### config.mk
export PLATFORM = sky130hd
export DESIGN_NAME = fwd_hazard_unit
export DESIGN_NICKNAME = d
export VERILOG_FILES = /design/src/rtl/fwd_hazard_unit.sv
export SDC_FILE = /design/constraint.sdc
export NUM_CORES = 1
export LEC_CHECK = 0
export CORE_MARGIN = 2
export CORE_UTILIZATION = 40
export CTS_CLUSTER_SIZE = 20
export DETAILED_ROUTE_END_ITERATION = 6
export PLACE_DENSITY = 0.87
export SETUP_SLACK_MARGIN = 0.4
export SKIP_LAST_GASP = 1
export SYNTH_ARGS = -nofsm -noshare
export SYNTH_HDL_FRONTEND = slang
export SYNTH_SLANG_ARGS = --single-unit
### constraint.sdc
create_clock -name clk -period 3.95 [get_ports clk]
set_input_delay 0.9875 -clock clk [delete_from_list [all_inputs] [get_ports clk]]
set_output_delay 0.9875 -clock clk [all_outputs]
set_load 0.01 [all_outputs]
### src/rtl/fwd_hazard_unit.sv
// Operand bypass and load-use hazard tracker for the in-order pipeline.
// Keeps a shadow of the destination of every register write still in flight
// in the DEPTH stages after decode, substitutes the youngest in-flight result
// for each source operand, and stalls decode while a late-produced result
// is not yet available.
module fwd_hazard_unit #(
  parameter int DATA_W     = 16,
  parameter int RADDR_W    = 3,
  parameter int DEPTH      = 3,
  parameter int LATE_STAGE = 1
) (
  input  logic                    clk,
  input  logic                    reset,
  input  logic                    issue_valid,
  input  logic [RADDR_W-1:0]      issue_dest,
  input  logic                    issue_we,
  input  logic                    issue_late,
  input  logic                    flush,
  input  logic [DEPTH*DATA_W-1:0] stage_result,
  input  logic                    srcA_used,
  input  logic [RADDR_W-1:0]      srcA_addr,
  input  logic [DATA_W-1:0]       rfA_data,
  input  logic                    srcB_used,
  input  logic [RADDR_W-1:0]      srcB_addr,
  input  logic [DATA_W-1:0]       rfB_data,
  output logic [DATA_W-1:0]       opA_data,
  output logic [DATA_W-1:0]       opB_data,
  output logic                    fwdA_hit,
  output logic                    fwdB_hit,
  output logic                    stall,
  output logic [15:0]             stall_count
);

  localparam int IDX_W = (DEPTH > 1) ? $clog2(DEPTH) : 1;

  // Result of searching the tracker for one source operand.
  typedef struct packed {
    logic             hit;   // youngest match is ready: forward it
    logic             pend;  // youngest match is late and not ready: stall
    logic [IDX_W-1:0] idx;   // entry index of the youngest match
  } lookup_t;

  // Tracker entries; index 0 is the youngest (output of the first stage).
  logic [DEPTH-1:0]              entValid_r;
  logic [DEPTH-1:0]              entLate_r;
  logic [DEPTH-1:0][RADDR_W-1:0] entDest_r;
  logic [15:0]                   stallCount_r;

  logic [DATA_W-1:0] slice_s [DEPTH];
  lookup_t           lkA_s;
  lookup_t           lkB_s;
  logic              stall_s;

  // Walk from oldest to youngest so the youngest match overrides older ones;
  // a ready younger match therefore masks an older pending one.
  function automatic lookup_t lookup(
    input logic                              used,
    input logic [RADDR_W-1:0]                addr,
    input logic [DEPTH-1:0]                  vld,
    input logic [DEPTH-1:0]                  late,
    input logic [DEPTH-1:0][RADDR_W-1:0]     dest
  );
    lookup_t res;
    lookup_t cand;
    logic    match;
    logic    ready;
    res = '0;
    for (int i = DEPTH - 1; i >= 0; i--) begin
      match     = used & vld[i] & (dest[i] == addr);
      ready     = ~(late[i] & (i < LATE_STAGE));
      cand.hit  = ready;
      cand.pend = ~ready;
      cand.idx  = IDX_W'(i);
      res       = match ? cand : res;
    end
    return res;
  endfunction

  // Split the flat stage result bus into one word per tracker entry.
  for (genvar g = 0; g < DEPTH; g++) begin : gSlice
    assign slice_s[g] = stage_result[g*DATA_W +: DATA_W];
  end

  // Combinational search of the tracker for both operands.
  always_comb begin
    lkA_s = lookup(srcA_used, srcA_addr, entValid_r, entLate_r, entDest_r);
    lkB_s = lookup(srcB_used, srcB_addr, entValid_r, entLate_r, entDest_r);
  end

  // A pending operand only matters when decode actually issues.
  assign stall_s  = issue_valid & (lkA_s.pend | lkB_s.pend);

  assign fwdA_hit = lkA_s.hit;
  assign fwdB_hit = lkB_s.hit;
  // While stalled the operand value is unused; the register-file value is passed.
  assign opA_data = lkA_s.hit ? slice_s[lkA_s.idx] : rfA_data;
  assign opB_data = lkB_s.hit ? slice_s[lkB_s.idx] : rfB_data;
  assign stall       = stall_s;
  assign stall_count = stallCount_r;

  // Advance the tracker every cycle; a stalled or squashed issue becomes a bubble.
  always_ff @(posedge clk or posedge reset) begin
    if (reset) begin
      entValid_r <= '0;
      entLate_r  <= '0;
      entDest_r  <= '0;
    end else begin
      for (int i = DEPTH - 1; i > 0; i--) begin
        entValid_r[i] <= entValid_r[i-1];
        entLate_r[i]  <= entLate_r[i-1];
        entDest_r[i]  <= entDest_r[i-1];
      end
      entValid_r[0] <= issue_valid & issue_we & ~flush & ~stall_s;
      entLate_r[0]  <= issue_late;
      entDest_r[0]  <= issue_dest;
    end
  end

  // Saturating count of stalled cycles; sticks at all-ones instead of wrapping.
  always_ff @(posedge clk or posedge reset) begin
    if (reset) begin
      stallCount_r <= 16'h0000;
    end else if (stall_s && (stallCount_r != 16'hFFFF)) begin
      stallCount_r <= stallCount_r + 16'h0001;
    end else begin
      stallCount_r <= stallCount_r;
    end
  end

endmodule

After elaboration in Yosys (flattened, before gate mapping):

Index checks and enable logic that the tools add are counted.
Widths: inputs -> output; s select.

* word-level logic and storage cells: 53
* bits in registers: 29
* output and inout port bits: 51
* input port bits: 97

* eq/ne operators: 7
* magnitude comparators: 2
* add/subtract/negate cells: 1
* reduce and logical (&&, ||, !) cells: 1
* bitwise operators: 22
* muxes and demuxes: 14

Operators by type and width (number)
* $mux 16: 6
* $bmux 16 s2: 2
* $mux 4: 6
* $eq 3x3->1: 6
* $add 16x1->16 const B: 1
* $and 1x1->1: 16
* $ne 16x16->1 const B: 1
* $ge 3x3->1 const B: 2
* $not 2->3: 2
* $not 1->1: 3
* $logic_and 1x1->1: 1
* $or 1x1->1: 1

Logic depth before layout (Yosys ltp):

* word-level depth: 10
* mapped depth: 7
* mapped depth without buffers: 6

Worst setup path after synthesis:

OpenSTA, ideal clock, no wires.

* path type: input port to output port
* from: in srcA_addr[2]
* to: out opA_data[10]
* path buffers: 1
* cell stages on the path: 6
* data arrival time: 2.320 ns
* setup slack: 0.643 ns
* cells stage by stage: xor2_1 -> nor4_4 -> nor2_1 -> a22oi_4 -> buf_2 -> o221a_1

RTL lines
* start: declaration: RTL line 21 `input logic [RADDR_W-1:0] srcA_addr,`
* $eq 3x3->1: RTL line 69 `match = used & vld[i] & (dest[i] == addr);`
* $and 1x1->1: RTL line 69
* $mux 4 (2 in series): RTL line 74 `res = match ? cand : res;`
* $mux 4 (*): RTL line 74
* via fwdA_hit: RTL line 28 `output logic fwdA_hit,`
* $mux 16 (*): RTL line 96 `assign opA_data = lkA_s.hit ? slice_s[lkA_s.idx] : rfA_data;`
* end: declaration: RTL line 26 `output logic [DATA_W-1:0] opA_data,`

Mark *: on every way through the listed nets, which the timed path passes. The rest lies on a longest branch. The select of a mux whose other input is x is not followed.

Final worst setup path:

* from: in srcA_addr[0]
* to: out opA_data[0]

* word-level cells in the longest chain between the ends: 10

RTL lines (RTL line)
* $eq 3x3->1: 69
* $and 1x1->1: 69
* $mux 4 (2 in series): 74
* $mux 4 (*): 74
* $not 2->3 (implied by the code): 96
* $bmux 16 s2: 96
* $mux 16 (implied by the code) (2 in series): 96
* $mux 16 (*): 96

Every way passes the cells marked *; elsewhere a longest branch is shown, timed or not. The select of a mux whose other input is x is not followed.

==> flow_summary.toml <==
[layout]
fill_cells = 297
layout-drive-gt1-share_pct = 34.24
area_delta_synth_final_pct = 99.46
final_nets = 503
design_area_um2 = 4599
multi_input_area_um2 = 1754
antenna_cells = 0
register_area_um2 = 725.7

[cts]
holdBufCountCts = 0
clkSinkCount = 29
cts_buffer_depth = 2
cts_buffers = 5
clkSlewWorstSetupHoldPaths_ns = 0.06
root_buffer = "clkbuf_8"
h-tree-depth = 2
clock_latency_ns = 0.28
cts_tree = "built"

[synthesis]
synth_fp_nets = 323
synth_edf_count = 0
yosysTopAreaCell = "dfrtp_1"
netlist.area_leader.share_pct = 31.47
ys_async_sr_fraction_pct = 100.0
syn_inst = 225
yosys_most_used_dff = "dfrtp_1"
synth_cell_types = 34
synth_seq_cells = 29
seq_area_frac_synth_pct = 31.47
synth_area_um2 = 2306
ys_warn_count = 0
syn_avg_cell_area_um2 = 10.25
synth_area_leaders = "dfrtp_1 31%, a2bb2oi_1 12%, o221a_1 9.8%, xor2_1 8.4%, o221a_2 5.9%"

[setup_path]
path_class = "in2out"
start_kind = "input port"
crit_path_max_fanout = 16
critPathCaptureType = "output port"
critPathRequiredTime_ns = 2.96
cp.arrival_ns = 2.72

[global_route]
grtUsageTotal_pct = 28.52
grt_overflow = 0
grt_pass1_vias = 2782
antenna_found_initial = 0
grt_start_max_net_pins = 30
grt_pass1_wl_mm = 13.94

[pwr]
p_per_area_nw_per_um2 = 204.2
ir_drop_uv = 350.4
pwr-share-seq_pct = 34.4
p_leak_nw = 1.916
p_int_mw = 0.6996
power_mw = 0.9394
p_switching_mw = 0.2398
combPwrFrac_pct = 31.7
pwr-share-clk_pct = 33.9
p_sw_share_pct = 25.52

[timing]
drv_slew = 0
clock_skew_ns = 0.01201
rsz0062_at_grt = "true"
whs_ns = 0.4278
tightest_slew_ns = 1.060
post-route-period-util_pct = 93.80
clock.fmax_ghz = 0.2699
setup_ws_ns = 0.2447
setup_viol = 0
timing.final.crit_period_ns = 3.705
hold_viol = 0
slew-limit-headroom_pct = 29.28

[floorplan]
die_h_um = 79.93
ios = 148
dieArea_um2 = 6388
die_w_um = 79.93
coreArea_um2 = 5540
rows = 27
initial_core_util_pct = 41.62

[placement]
place.gp.congestion = 0.7944
io_buffers = 147
post-place-ws_ns = -0.3055
place_hpwl_mm = 6.411
placed_area_um2 = 3976

[detailed_routing]
dr.pass1.iters = 4
ant_nets = 0
vias = 2795
vias_per_cell = 5.847
drc = 0
wl_per_cell_um = 21.86
wl_mm = 10.45
drt_iter0_drc = 204

[run]
drv_cap = 0

[min_path]
min_path_type = "reg2reg"

[outcome]
status = "completed"
[final cells by class]
cell class              instances  area share, %
repair buffers                189          41.16
multi-input cells             176          38.14
flip-flops and latches         29          15.78
well taps                      72          1.959
clock buffers                   7          1.877
clock inverters                 1         0.6529
inverters                       4         0.4353
[Yosys cell counts (4+ instances only)]
cell       instances
nand3_1            5
clkbuf_1           4
buf_2              8
and4_1             5
xnor2_1            9
nor2_1            24
xor2_1            22
o221a_2           12
nor3_1             5
nand4_1            5
dfrtp_1           29
a2bb2oi_1         32
nand2b_1           4
nand2_1           10
o221a_1           20
[cells by family (layout without fill, tap and decap cells)]
kind of cell	after synthesis	in the layout	synth area share (%)
xor+xnor	31	31	11.77
buf+inv	20	201	4.720
flops	29	29	31.47
mux	3	3	1.736
fa+ha+maj	1	1	0.5425
simple gates	71	71	18.45
compound gates	70	70	31.31
[power by group through the flow]
stage	clock [mW]	combinational (mW)	sequential [mW]
2_1_floorplan	0	0.0908	0.322
3_3_place_gp	0	0.259	0.326
3_5_place_dp	0	0.263	0.326
4_1_cts	0.320	0.259	0.322
5_1_grt	0.337	0.311	0.325
6_report	0.319	0.298	0.323
[sequential cells by signal, indices dropped and copies added (netlist names)]
name and cells:
entValid_r 3, stall_count 16, entDest_r 9, entLate_r 1
[critical path, stage by stage]
cell,delay (ns)
buf_12,0.11
xor2_4,0.18
nor4_4,0.33
buf_4,0.19
nand2b_4,0.13
buf_12,0.14
a2bb2oi_1,0.31
o221a_4,0.24
buf_6,0.09
[routing by layer]
layer / share of wire (%) / vias up / track usage, %
li1: - / 1241 / -
met1: 36 / 1344 / 31.63
met2: 52 / 171 / 52.33
met3: 6.9 / 39 / 5.430
met4: 4.6 / 0 / 12.54
met5: 0 / - / 0
[layout by cell type (no fill, tap or decap), types with 6 or more instances in the layout]
cell type	count
clkdlybuf4s50_1	104
xor2_1	16
clkbuf_8	6
buf_4	24
buf_12	8
o221a_4	12
nand2_1	8
buf_6	20
a2bb2oi_2	8
dfrtp_1	29
nor2_1	22
xnor2_1	9
o221a_1	20
a2bb2oi_1	24
buf_2	22
[worst paths after layout]
path                                    from             end  slack [ns]  depth (start not counted)
worst max-delay path            srcA_addr[0]     opA_data[0]        0.24                          9
worst min-delay path            entDest_r[4]    entDest_r[7]        0.43                          0
worst max register to register  entDest_r[2]  stall_count[1]        1.61                         11
worst min register to register  entDest_r[4]    entDest_r[7]        0.43                          0
max in group asynchronous              reset    entLate_r[0]        2.02                          2
min in group asynchronous              reset    entDest_r[8]        1.28                          2
[what timing repair did]
action | CTS | global route
cloned | 3 | 1
gates resized for setup | 201 | 42
setup endpoints to repair | 35 | 35
buffers inserted | 18 | 2
pin swaps | 10 | 13
[through the flow]
stage | std cells | util (%) | TNS, ns
2_1_floorplan | 225 | - | 0
3_3_place_gp | 446 | 71.77 | -8.391
3_5_place_dp | 446 | 71.77 | -8.995
4_1_cts | 475 | 78.32 | 0
5_1_grt | 478 | 83.02 | 0
6_report | 478 | 83.02 | 0
No activity file was read; power rests on OpenSTA's default activity.
